`src/rtl/half_rate_rx_if.sv`:
```
// half_rate_rx_if
//   Bundles the signals between a half-rate source, the half_rate_rx receiver
//   and its downstream consumer.
//   Signals:
//     din / din_stb   word from the half-rate source and its strobe
//     clr_in          1-cycle synchronous flush pulse from the source
//     dout/dout_valid FIFO head word and not-empty flag (to downstream)
//     dout_ready      downstream accepts dout this cycle
//     level           FIFO occupancy 0..DEPTH
//     word_cnt        accepted pushes since reset/clr_in (wrapping)
//     overflow        sticky drop-while-full flag (cleared by clr_in)
//     phase_err       sticky back-to-back strobe flag (reset only)
//   Modports: master = source/consumer side, slave = receiver.
interface half_rate_rx_if #(
  parameter int W     = 4,
  parameter int DEPTH = 4,
  parameter int CNT_W = 8
);
  localparam int LW = $clog2(DEPTH) + 1;

  logic [W-1:0]     din;
  logic             din_stb;
  logic             clr_in;
  logic [W-1:0]     dout;
  logic             dout_valid;
  logic             dout_ready;
  logic [LW-1:0]    level;
  logic [CNT_W-1:0] word_cnt;
  logic             overflow;
  logic             phase_err;

  modport master (
    output din, din_stb, clr_in, dout_ready,
    input  dout, dout_valid, level, word_cnt, overflow, phase_err
  );

  modport slave (
    input  din, din_stb, clr_in, dout_ready,
    output dout, dout_valid, level, word_cnt, overflow, phase_err
  );
endinterface

```
`src/rtl/half_rate_rx.sv`:
```
// half_rate_rx
//   Receive side of a half-rate launch / periodic-clear scheme. Single clock,
//   no derived clocks or resets. Words strobed by the source are pushed into a
//   small first-word-fall-through FIFO and presented downstream on a
//   valid/ready interface. clr_in flushes the FIFO and counters synchronously.
//   Ports:
//     clk    system clock, all state on posedge
//     rst_n  asynchronous active-low reset
//     bus    half_rate_rx_if.slave (din, din_stb, clr_in, dout_ready in;
//            dout, dout_valid, level, word_cnt, overflow, phase_err out)
//   All outputs come straight from registers.
module half_rate_rx #(
  parameter int W     = 4,
  parameter int DEPTH = 4,
  parameter int CNT_W = 8
) (
  input  logic           clk,
  input  logic           rst_n,
  half_rate_rx_if.slave  bus
);
  localparam int AW = $clog2(DEPTH);
  localparam int LW = AW + 1;

  logic [W-1:0]     mem_q [DEPTH];
  logic [AW-1:0]    rd_ptr_q, rd_ptr_d;
  logic [AW-1:0]    wr_ptr_q, wr_ptr_d;
  logic [LW-1:0]    level_q, level_d;
  logic [W-1:0]     dout_q, dout_d;
  logic             dout_valid_q, dout_valid_d;
  logic [CNT_W-1:0] word_cnt_q, word_cnt_d;
  logic             overflow_q, overflow_d;
  logic             phase_err_q, phase_err_d;
  logic             last_stb_q;
  logic             push_s, pop_s, wr_en_s;

  // Next-state logic for pointers, occupancy, head register, counter and flags.
  always_comb begin
    pop_s        = dout_valid_q & bus.dout_ready;
    push_s       = bus.din_stb & ((level_q < LW'(DEPTH)) | pop_s);
    rd_ptr_d     = rd_ptr_q;
    wr_ptr_d     = wr_ptr_q;
    level_d      = level_q;
    dout_d       = dout_q;
    dout_valid_d = dout_valid_q;
    word_cnt_d   = word_cnt_q;
    overflow_d   = overflow_q;
    wr_en_s      = 1'b0;
    // The phase check runs every cycle, clr_in cycles included.
    phase_err_d  = phase_err_q | (bus.din_stb & last_stb_q);

    if (bus.clr_in) begin
      // Flush: any same-cycle push or pop is discarded; dout keeps its value.
      rd_ptr_d     = '0;
      wr_ptr_d     = '0;
      level_d      = '0;
      dout_valid_d = 1'b0;
      word_cnt_d   = '0;
      overflow_d   = 1'b0;
    end else begin
      if (push_s) begin
        wr_en_s    = 1'b1;
        wr_ptr_d   = wr_ptr_q + AW'(1);
        word_cnt_d = word_cnt_q + CNT_W'(1);
      end else begin
        wr_en_s    = 1'b0;
      end

      if (bus.din_stb && !push_s) begin
        overflow_d = 1'b1;
      end else begin
        overflow_d = overflow_q;
      end

      if (pop_s) begin
        rd_ptr_d = rd_ptr_q + AW'(1);
      end else begin
        rd_ptr_d = rd_ptr_q;
      end

      case ({push_s, pop_s})
        2'b10:   level_d = level_q + LW'(1);
        2'b01:   level_d = level_q - LW'(1);
        default: level_d = level_q;
      endcase

      dout_valid_d = (level_d != LW'(0));

      // The new head is the incoming word only when it lands on the slot the
      // read pointer will point at (FIFO empty after this cycle's pop).
      if (level_d != LW'(0)) begin
        if (push_s && (wr_ptr_q == rd_ptr_d)) begin
          dout_d = bus.din;
        end else begin
          dout_d = mem_q[rd_ptr_d];
        end
      end else begin
        dout_d = dout_q;
      end
    end
  end

  // Control and output registers.
  always_ff @(posedge clk or negedge rst_n) begin
    if (!rst_n) begin
      rd_ptr_q     <= '0;
      wr_ptr_q     <= '0;
      level_q      <= '0;
      dout_q       <= '0;
      dout_valid_q <= 1'b0;
      word_cnt_q   <= '0;
      overflow_q   <= 1'b0;
      phase_err_q  <= 1'b0;
      last_stb_q   <= 1'b0;
    end else begin
      rd_ptr_q     <= rd_ptr_d;
      wr_ptr_q     <= wr_ptr_d;
      level_q      <= level_d;
      dout_q       <= dout_d;
      dout_valid_q <= dout_valid_d;
      word_cnt_q   <= word_cnt_d;
      overflow_q   <= overflow_d;
      phase_err_q  <= phase_err_d;
      last_stb_q   <= bus.din_stb;
    end
  end

  // FIFO storage; cleared on reset so no stale words survive it.
  always_ff @(posedge clk or negedge rst_n) begin
    if (!rst_n) begin
      for (int i = 0; i < DEPTH; i++) begin
        mem_q[i] <= '0;
      end
    end else if (wr_en_s) begin
      mem_q[wr_ptr_q] <= bus.din;
    end else begin
      mem_q[wr_ptr_q] <= mem_q[wr_ptr_q];
    end
  end

  assign bus.dout       = dout_q;
  assign bus.dout_valid = dout_valid_q;
  assign bus.level      = level_q;
  assign bus.word_cnt   = word_cnt_q;
  assign bus.overflow   = overflow_q;
  assign bus.phase_err  = phase_err_q;
endmodule

```
`src/flat_wrapper.sv`:
```
// flat-port wrapper written by rule: the top's interface ports become plain ports
module half_rate_rx_flat 
#(
  parameter int W     = 4,
  parameter int DEPTH = 4,
  parameter int CNT_W = 8
)
  (clk, rst_n, bus_din, bus_din_stb, bus_clr_in, bus_dout_ready, bus_dout, bus_dout_valid, bus_level, bus_word_cnt, bus_overflow, bus_phase_err);
  half_rate_rx_if #(.W(W), .DEPTH(DEPTH), .CNT_W(CNT_W)) bus_i ();
  input  logic clk;
  input  logic rst_n;
  input wire logic [$bits(bus_i.din)-1:0] bus_din;
  input wire logic [$bits(bus_i.din_stb)-1:0] bus_din_stb;
  input wire logic [$bits(bus_i.clr_in)-1:0] bus_clr_in;
  input wire logic [$bits(bus_i.dout_ready)-1:0] bus_dout_ready;
  output wire logic [$bits(bus_i.dout)-1:0] bus_dout;
  output wire logic [$bits(bus_i.dout_valid)-1:0] bus_dout_valid;
  output wire logic [$bits(bus_i.level)-1:0] bus_level;
  output wire logic [$bits(bus_i.word_cnt)-1:0] bus_word_cnt;
  output wire logic [$bits(bus_i.overflow)-1:0] bus_overflow;
  output wire logic [$bits(bus_i.phase_err)-1:0] bus_phase_err;
  assign bus_i.din = bus_din;
  assign bus_i.din_stb = bus_din_stb;
  assign bus_i.clr_in = bus_clr_in;
  assign bus_i.dout_ready = bus_dout_ready;
  assign bus_dout = bus_i.dout;
  assign bus_dout_valid = bus_i.dout_valid;
  assign bus_level = bus_i.level;
  assign bus_word_cnt = bus_i.word_cnt;
  assign bus_overflow = bus_i.overflow;
  assign bus_phase_err = bus_i.phase_err;
  half_rate_rx #(.W(W), .DEPTH(DEPTH), .CNT_W(CNT_W)) u_core (.clk(clk), .rst_n(rst_n), .bus(bus_i));
endmodule
```
`config.mk`:
```
export PLATFORM = sky130hd
export DESIGN_NAME = half_rate_rx_flat
export DESIGN_NICKNAME = d
export VERILOG_FILES = /design/src/rtl/half_rate_rx_if.sv /design/src/rtl/half_rate_rx.sv /design/src/flat_wrapper.sv
export SDC_FILE = /design/constraint.sdc
export NUM_CORES = 1
export LEC_CHECK = 0
export BUFFER_PORTS_ARGS = -buffer_cell sky130_fd_sc_hd__buf_2
export CAP_MARGIN = 40
export CORE_ASPECT_RATIO = 1.25
export CORE_MARGIN = 5
export CORE_UTILIZATION = 55
export CTS_BUF_LIST = sky130_fd_sc_hd__clkbuf_16
export CTS_CLUSTER_DIAMETER = 30
export DETAILED_ROUTE_END_ITERATION = 16
export PLACE_DENSITY = 0.77
export SKIP_CTS_REPAIR_TIMING = 1
export SLEW_MARGIN = 20
export SYNTH_ARGS = -nofsm -noshare
export SYNTH_HDL_FRONTEND = slang
export SYNTH_SLANG_ARGS = --single-unit
```
`constraint.sdc`:
```
create_clock -name clk -period 8.5 [get_ports clk]
set_input_delay 0.85 -clock clk [delete_from_list [all_inputs] [get_ports clk]]
set_output_delay 0.85 -clock clk [all_outputs]
set_load 0.02 [all_outputs]
```
==> results.md <==
* Synth Register Bits at 39
* Final cell count without fillers at 250
* Area growth syn-to-layout at 14.7%
* Fmax at 292 MHz
* Area contributors post-synth: dfrtp_1 (49%), a21oi_1 (6.2%), nor2_1 (5.2%), mux2i_1 (4.5%), mux2_2 (4.5%)
* Arrival time at the worst endpoint at 3.58 ns
* Filler instances at 265
* Initial antenna violation count at 0
* Clock root buffer master: clkbuf_16
* Total track usage at 18.7%
* Max_cap viols at 0
* Area occupied by multi-input gates at 957 µm²
* Nature of the critical path startpoint: primary input
* N_diodes at 0
* Share of post-route cells with drive strength above 1 at 24.2%
* Largest net degree at the start of global routing at 40
* Min-delay worst type: flop to flop
* Fin nets at 226
* # port buffers at 26
* Final setup vio count at 0
* Pre-Repair DR Iteration Count at 4
* Syn_nets at 202
* Cell count after synthesis at 186
* Core Rows at 24
* Die H at 77.5 µm
* Remaining Overflow, GRT at 0
* PwrDens at 329 mW/mm²
* Core ar. at 0.00351 mm²
* Worst Path Required at 8.66 ns
* Gpl congestion at 0.852
* Reg power frac at 40.3%
* Initial Util at 57.1%
* Most frequent cells in the layout: dfrtp_1 (39), nor2_1 (28), buf_2 (26)
* Post-layout util at 65.4%
* Netlist cell types at 34
* Hold Slack at 0.448 ns
* Sw Ratio at 35.9%
* Outcome: complete, no violations
* Dpl cells at 241
* DIE WIDTH at 64.0 µm
* CTS clk-pin slew, worst paths at 0.05 ns
* Placed Area at 0.00213 mm²
* Vias in the first global route at 1543
* Power consumption at 0.755 mW
* Max VDD drop at 0.000193 V
* EDFF count, synth at 0
* Final Skew at 0.00465 ns
* Most common cell after layout, fill and taps aside: dfrtp_1
* Worst-Skew Late Latency at 0.28 ns
* Area leader, netlist: dfrtp_1
* Final Hold Fails at 0
* Fin. max-slew vios at 0
* Main flop type after synthesis: dfrtp_1
* Syn avg cell area at 10.8 µm²
* DP Worst Slack at 4.77 ns
* Worst Max-Slew Pin Slew at 0.580 ns
* Ports at 27
* DR DRC count at 0
* Clock sink count at 39
* Static leakage at 0.997 nW
* Vias at 1492
* Async S/R FF share, synth at 100%
* Synthesized area at 0.00200 mm²
* Register area at 976 µm²
* Sw Pwr at 0.271 mW
* Detailed placer's ending HPWL at 3.14 mm
* Synth top area share at 48.7%
* Post-DR vias/cell at 5.97
* Clock power share at 22.5%
* Total wire length at 4.34 mm
* Post-synthesis sequential area ratio at 48.7%
* Initial DRC count at 78
* Slew headroom at 61.0%
* Design Area, Final at 0.00230 mm²
* H-tree depth at 2
* Worst Path Class, Setup: primary input to flop
* Max clock buf depth at 2
* Critical-path maximum fanout at 8
* Global-route wire length before repair at 7.17 mm
* ANT nets after route at 0
* RSZ-0062 raised after global routing: no
* DIE AREA at 0.00496 mm²
* Int Power at 0.484 mW
* Yosys warnings at 0
* Number of buffers created by CTS at 5
* Worst Slack Setup Final at 5.08 ns
* CTS tree: yes
* Tmin final at 3.42 ns
* Setup TNS at 0 ns
* Fin crit share at 40.3%
* Combinational Power Share at 37.2%
* WL/cell at 17.3 µm
* Setup crit end kind: flop
layout make-up:
class                   count  area share, %
clock buffers               5           5.44
multi-input cells         131           41.6
inverters                   6          0.980
well taps                  39           2.12
flip-flops and latches     39           42.5
repair buffers             27           6.86
clock inverters             3          0.490
per-layer routing:
layer	GRT usage [%]	vias to the layer above	wire [µm]	part of all wire, %
met5	0	-	0	0
met4	8.32	0	53	1.2
met3	4.91	5	287	6.6
met2	32.7	44	2370	55
met1	20.9	747	1630	38
li1	-	696	-	-
path summary, 6_finish.rpt:
check	startpoint	to	slack, ns	cells past startpoint
worst min register to register	u_core.bus.phase_err	u_core.bus.phase_err	0.45	1
max in group asynchronous	rst_n	u_core.bus.dout[0]	7.50	2
min in group asynchronous	rst_n	u_core.bus.word_cnt[5]	0.54	1
worst max-delay path	bus_dout_ready	u_core.bus.dout[2]	5.08	11
worst min-delay path	u_core.bus.phase_err	u_core.bus.phase_err	0.45	1
worst max register to register	u_core.bus.dout_valid	u_core.bus.dout[2]	5.31	10
registers in the layout, indices dropped and copies added (netlist names):
name and flops:
u_core.bus.overflow 1, u_core.bus.level 3, u_core.rd_ptr_q 2, u_core.bus.phase_err 1, u_core.bus.dout 4, u_core.last_stb_q 1, u_core.wr_ptr_q 2, u_core.bus.dout_valid 1
u_core.bus.word_cnt 8, u_core.mem_q 16
power by group through the flow:
| stage | Sequential [mW] | Clock (mW) | Combinational [mW] |
|---|---|---|---|
| 4_1_cts | 0.302 | 0.174 | 0.281 |
| 3_3_place_gp | 0.299 | 0 | 0.268 |
| 2_1_floorplan | 0.309 | 0 | 0.197 |
| 6_report | 0.304 | 0.170 | 0.281 |
| 5_1_grt | 0.312 | 0.183 | 0.308 |
| 3_5_place_dp | 0.305 | 0 | 0.280 |
cells by family (layout without fill, tap and decap cells):
kind of cell	count (synthesis)	in the layout	synth area share (%)
compound gates	41	41	13.5
xor+xnor	11	11	4.81
fa+ha+maj	7	7	4.74
buf+inv	16	41	3.56
flops	39	39	48.7
mux	21	21	13.5
simple gates	51	51	11.2
Yosys cell counts, drive strengths merged, types with 2 or more instances:
library cell   n
inv            6
nor2          29
a221o          4
a21bo          2
mux4           4
nand3          2
dfrtp         39
a21oi         26
buf           10
nand4          2
xnor2          6
ha             6
mux2           8
nand2          9
nor3           4
mux2i          9
xor2           5
o21ai          4
or3            2
critical path: stages:
cell and delay, ns:
buf_2 0.14, a21bo_2 0.15, and2_1 0.35, inv_1 0.19
ha_1 0.26, fa_1 0.38, xnor2_1 0.14, o21ai_0 0.15
a21oi_1 0.09, nor3_1 0.47, mux2_2 0.40
Note: power is estimated with default switching activity, not from simulation.
